--- config.mk ---
export PLATFORM = sky130hd
export DESIGN_NAME = bus_arbiter4
export DESIGN_NICKNAME = d
export VERILOG_FILES = /design/src/rtl/bus_arbiter4_pkg.sv /design/src/rtl/bus_arbiter4_rr_pick4.sv /design/src/rtl/bus_arbiter4.sv
export SDC_FILE = /design/constraint.sdc
export NUM_CORES = 1
export LEC_CHECK = 0
export ABC_AREA = 1
export CELL_PAD_IN_SITES_DETAIL_PLACEMENT = 1
export CELL_PAD_IN_SITES_GLOBAL_PLACEMENT = 2
export CORE_UTILIZATION = 31
export CTS_CLUSTER_SIZE = 40
export DETAILED_ROUTE_END_ITERATION = 8
export MAX_ROUTING_LAYER = met4
export PLACE_DENSITY = 0.87
export SLEW_MARGIN = 30
export SYNTH_ARGS = -nofsm -noshare
export SYNTH_HDL_FRONTEND = slang
export SYNTH_HIERARCHICAL = 1
export SYNTH_SLANG_ARGS = --single-unit
--- constraint.sdc ---
create_clock -name clk -period 4.7 [get_ports clk]
set_input_delay 0.47 -clock clk [delete_from_list [all_inputs] [get_ports clk]]
set_output_delay 0.47 -clock clk [all_outputs]
set_load 0.005 [all_outputs]
--- src/rtl/bus_arbiter4_pkg.sv ---
// Shared definitions for the four-master system bus arbiter.
// Holds the FSM state encoding, the fixed master slot numbering and a
// small one-hot helper used for grant / acknowledge vectors.
package bus_arbiter4_pkg;

  // Arbiter FSM states. Encoding is fixed so the state can be probed
  // from a debug register without a lookup table.
  typedef enum logic [1:0] {
    ST_IDLE = 2'd0,
    ST_BUSY = 2'd1,
    ST_HOLD = 2'd2
  } state_t;

  // Master slot numbering on the 4:1 bus muxes.
  localparam logic [1:0] M_IFETCH = 2'd0;
  localparam logic [1:0] M_DATA   = 2'd1;
  localparam logic [1:0] M_VGA    = 2'd2;
  localparam logic [1:0] M_UART   = 2'd3;

  // Binary master index to one-hot 4-bit vector.
  function automatic logic [3:0] onehot4(input logic [1:0] idx);
    return 4'b0001 << idx;
  endfunction

endpackage

--- src/rtl/bus_arbiter4_rr_pick4.sv ---
// Purpose : combinational 4-way round-robin priority picker.
// Latency : none (pure combinational).
// Backpressure: none; the caller decides when to act on the pick.
//
// Ports:
//   req   [3:0] per-master request vector
//   last  [1:0] index of the most recent winner; scanning starts at last+1
//   valid       at least one request is asserted
//   idx   [1:0] index of the chosen master (M_IFETCH when valid is low)
module rr_pick4
  import bus_arbiter4_pkg::*;
(
  input  logic [3:0] req,
  input  logic [1:0] last,
  output logic       valid,
  output logic [1:0] idx
);

  logic [1:0] cand;

  // Scan last+1, last+2, last+3, last (2-bit wrap gives the mod 4); the
  // first asserted request wins, so the previous winner has lowest priority.
  always_comb begin
    valid = 1'b0;
    idx   = M_IFETCH;
    cand  = '0;
    for (int i = 1; i <= 4; i++) begin
      cand = last + 2'(i);
      if (!valid && req[cand]) begin
        valid = 1'b1;
        idx   = cand;
      end
    end
  end

endmodule

--- src/rtl/bus_arbiter4.sv ---
// Purpose : round-robin arbiter for the shared 32-bit system bus, with bus
//           lock and a watchdog that aborts a transfer to a dead slave.
// Latency : req to gnt/sel/s_stb is 1 cycle; s_ack to m_ack is 1 cycle.
// Backpressure: masters hold req until m_ack or m_err; the slave stalls the
//           owner simply by withholding s_ack (bounded by the watchdog).
//
// Ports:
//   clk     system clock, rising edge
//   rst_n   synchronous active-low reset
//   req     [3:0] per-master request, held until m_ack / m_err
//   lock    [3:0] per-master lock, keeps ownership for the next request
//   s_ack   slave transfer-complete, only looked at while BUSY
//   gnt     [3:0] one-hot grant (registered)
//   sel     [1:0] owner index for the address/data/control muxes (registered)
//   s_stb   transfer strobe to the slave, high in BUSY (registered)
//   m_ack   [3:0] one-cycle done pulse to the owner (registered)
//   m_err   [3:0] one-cycle timeout pulse to the owner (registered)
//   busy    bus owned (state != IDLE)
module bus_arbiter4
  import bus_arbiter4_pkg::*;
#(
  parameter int TIMEOUT_CYCLES = 255,
  parameter int CNT_W          = 8
) (
  input  logic       clk,
  input  logic       rst_n,
  input  logic [3:0] req,
  input  logic [3:0] lock,
  input  logic       s_ack,
  output logic [3:0] gnt,
  output logic [1:0] sel,
  output logic       s_stb,
  output logic [3:0] m_ack,
  output logic [3:0] m_err,
  output logic       busy
);

  // Watchdog value on the last BUSY cycle before the transfer is aborted.
  localparam logic [CNT_W-1:0] WD_LAST = CNT_W'(TIMEOUT_CYCLES - 1);

  state_t           st, st_nxt;
  logic [1:0]       last, last_nxt;
  logic [CNT_W-1:0] wdog, wdog_nxt;
  logic [3:0]       gnt_nxt;
  logic [1:0]       sel_nxt;
  logic             stb_nxt;
  logic [3:0]       ack_nxt;
  logic [3:0]       err_nxt;

  logic             pick_vld;
  logic [1:0]       pick_idx;

  rr_pick4 u_pick (
    .req   (req),
    .last  (last),
    .valid (pick_vld),
    .idx   (pick_idx)
  );

  // Registered state and outputs. Reset mid-transfer drops everything,
  // including any pending ack/err pulse.
  always_ff @(posedge clk) begin
    if (!rst_n) begin
      st    <= ST_IDLE;
      last  <= M_UART;
      wdog  <= '0;
      gnt   <= '0;
      sel   <= M_IFETCH;
      s_stb <= 1'b0;
      m_ack <= '0;
      m_err <= '0;
    end else begin
      st    <= st_nxt;
      last  <= last_nxt;
      wdog  <= wdog_nxt;
      gnt   <= gnt_nxt;
      sel   <= sel_nxt;
      s_stb <= stb_nxt;
      m_ack <= ack_nxt;
      m_err <= err_nxt;
    end
  end

  // Next-state and next-output logic. sel always names the owner while
  // BUSY/HOLD, so lock/req of the owner are looked up through it.
  always_comb begin
    st_nxt   = st;
    last_nxt = last;
    wdog_nxt = wdog;
    gnt_nxt  = gnt;
    sel_nxt  = sel;
    stb_nxt  = s_stb;
    ack_nxt  = '0;
    err_nxt  = '0;

    case (st)
      ST_IDLE: begin
        // The round-robin pointer only moves on a fresh grant from IDLE,
        // so a locked owner re-entering BUSY from HOLD does not rotate it.
        if (pick_vld) begin
          st_nxt   = ST_BUSY;
          gnt_nxt  = onehot4(pick_idx);
          sel_nxt  = pick_idx;
          stb_nxt  = 1'b1;
          last_nxt = pick_idx;
          wdog_nxt = '0;
        end
      end

      ST_BUSY: begin
        wdog_nxt = wdog + CNT_W'(1);
        // Priority: ack beats abort beats timeout, so an ack on the
        // watchdog's final cycle still completes the transfer cleanly.
        if (s_ack) begin
          ack_nxt = onehot4(sel);
          stb_nxt = 1'b0;
          if (lock[sel]) begin
            st_nxt = ST_HOLD;
          end else begin
            st_nxt  = ST_IDLE;
            gnt_nxt = '0;
          end
        end else if (!req[sel]) begin
          st_nxt  = ST_IDLE;
          gnt_nxt = '0;
          stb_nxt = 1'b0;
        end else if (wdog == WD_LAST) begin
          err_nxt = onehot4(sel);
          st_nxt  = ST_IDLE;
          gnt_nxt = '0;
          stb_nxt = 1'b0;
        end
      end

      ST_HOLD: begin
        // Other masters are deliberately ignored here: the locked owner
        // gets exactly one look at the bus before arbitration resumes.
        if (req[sel]) begin
          st_nxt   = ST_BUSY;
          stb_nxt  = 1'b1;
          wdog_nxt = '0;
        end else begin
          st_nxt  = ST_IDLE;
          gnt_nxt = '0;
        end
      end

      default: begin
        st_nxt  = ST_IDLE;
        gnt_nxt = '0;
        stb_nxt = 1'b0;
      end
    endcase
  end

  assign busy = (st != ST_IDLE);

endmodule

==> results.cfg <==
[grt]
use_met3 = 0.0261
antenna_found_initial = 0
grt_start_max_net_pins = 15
gr-usage-all-layers = 0.162
met1_usage = 0.203
grt-busiest-layer = met2
grtUsageMet2 = 0.266
gr-total-overflow = 0
grt_pass1_wl_um = 6560
grt_pass1_vias = 1477

[timing]
worst_pin_slew_ns = 0.621
final-max-slew-violation-count = 0
whs_ns = 0.471
setup_slack_ns = 2.43
hold_violations = 0
maxSlewHeadroom = 0.583
setup_violations = 0
fin_skew_ns = 0.00312
rsz0062_at_grt = false
max_clock_freq_mhz = 441
finalCritPeriodShare = 0.483
tns_ns = 0
fin_crit_ns = 2.27

[die]
start_util = 0.330
ios = 27
die_w_um = 73.9
coreArea_um2 = 4850
die-area_um2 = 5450
die_h_um = 73.9
row_count = 25

[layout]
diodes = 0
fin_cells = 317
post-route-util = 0.403
drive_above_1_share = 0.172
num-nets-final = 264
syn_to_final_growth_pct = 22.2

[setup_path]
crit_required_ns = 4.91
worstPathCellList = clkdlybuf4s50_1, nand2_1, nand2_4, nand2_4, nand2_4, nor2_4, nand4_1, o21ai_1, nand2_4, nand2_2, nand3_1, nor2_1
crit_path_end_kind = flop
slowest_delay_ns = 0.53
cp-start-kind = input pin
cp.arrival_ns = 2.48
crit_top_cell = nand2_4
path_max_fanout = 7
slowest_stage = o21ai_1
reg2reg_depth = 12
crit_type = in -> reg

[clock_tree]
cts_buffer_depth = 2
cts_tree = done
insertion_delay_ns = 0.27
cts_hold_buf = 0
htree_levels = 1
clk_pin_slew_worst_paths_ns = 0.09
clock-sinks = 27
cts_root_buf = clkbuf_8
cts_setup_buffers = 0
cts_resized = 0
cts_buffers = 3

[hold_path]
hp-class = reg -> reg
hold_depth = 2

[synthesis]
ys_seq_elements = 27
synth-seq-area-share = 0.338
synth_top_area_frac = 0.338
syn_inst = 224
ys_warn_count = 6
syn_avg_cell_area_um2 = 7.14
postSynthNetCount = 237
synth_top_area_cell = dfxtp_1
syn_area_um2 = 1600
ys_types = 29
synthTopCellsByArea = dfxtp_1, nand2_1, nand3_1

[pwr]
leakagePower_nw = 0.798
powerDensity_nw_per_um2 = 530
ir_drop_mv = 0.296

[route]
routed_wirelength_um = 3780
post-route-drc-count = 0
first_pass_iters = 4
viasPerCell = 4.79
ant_nets = 0
wl_per_cell_um = 11.9
drtIter0Drc = 52
vias = 1518

[place]
gp_congestion = 0.823
dp_slack_ns = 2.12
placed_cells = 313
io_buffer_count = 26
dpl.hpwl_um = 2970

[run_status]
status = finished, final reports clean

[run]
drv_cap = 0
[through the flow]
step	cell area [um2]	power, mW
finish	1960	1.04
global route	1960	1.14
CTS	1960	1.06
detailed placement	1910	0.921
global placement	1910	0.912
floorplan	1600	0.769
[cell usage in the layout, fill, tap and decap left out, drive strengths merged]
cell type and instances:
ha 2, o21ai 4, nand4 9, o21bai 1, o211ai 1, nand3b 1
o21a 1, dfxtp 27, inv 19, clkbuf 4, nor2 30, clkdlybuf4s50 26
nand2 75, or2 1, nor3 2, nand3 30, a21oi 17
[critical path: cells and delay by family]
kind,cells,cell delay [ns]
AOI/OAI and AO/OA,1,0.53
buffers and inverters,1,0.47
and+or+nand+nor,10,1.00
[cell usage after synthesis, drive strengths merged]
| cell type | number |
|---|---|
| inv | 19 |
| nand4 | 9 |
| a21oi | 17 |
| o21bai | 1 |
| o21a | 1 |
| o21ai | 4 |
| nor2 | 30 |
| buf | 3 |
| nor3 | 2 |
| ha | 2 |
| dfxtp | 27 |
| clkbuf | 1 |
| or2 | 1 |
| nand3b | 1 |
| nand2 | 75 |
| o211ai | 1 |
| nand3 | 30 |
[cell type report]
class	instances	area, um2
Inverter	19	81.3
Tap cell	67	83.8
Fill cell	625	2890
Clock buffer	4	45.0
Multi-Input combinational cell	174	945
Sequential cell	27	541
Timing Repair Buffer	26	260
[flip-flops by register name, summed over array words and instances (netlist names)]
name,count
m_err,4
s_stb,1
sel,2
gnt,4
last,2
m_ack,4
wdog,8
st,2
[where the power goes]
group          total, mW  leakage [nW]  internal (mW)  switching (mW)
Sequential         0.328         0.220          0.269          0.0589
Clock              0.129        0.0228         0.0606          0.0685
Combinational      0.580         0.555          0.223           0.357
[final timing paths]
kind	start	to	slack (ns)
hold reg to reg	s_stb	s_stb	0.47
hold / removal	s_stb	s_stb	0.47
setup reg to reg	last[0]	wdog[2]	2.43
setup / recovery	req[2]	wdog[2]	2.43
[logic make-up after synthesis]
family / Yosys count / synth area share
AND/OR/NAND/NOR: 148 / 0.486
flip-flops: 27 / 0.338
AO/OA/AOI/OAI: 24 / 0.0891
buffers and inverters: 23 / 0.0719
adder cells (fa/ha/maj): 2 / 0.0156
[metal layers]
| layer | up-vias | share of wire |
|---|---|---|
| li1 | 783 | - |
| met1 | 714 | 0.50 |
| met2 | 17 | 0.47 |
| met3 | 4 | 0.020 |
| met4 | 0 | 0.011 |
| met5 | - | 0 |
(Power assumes the default switching activity.)
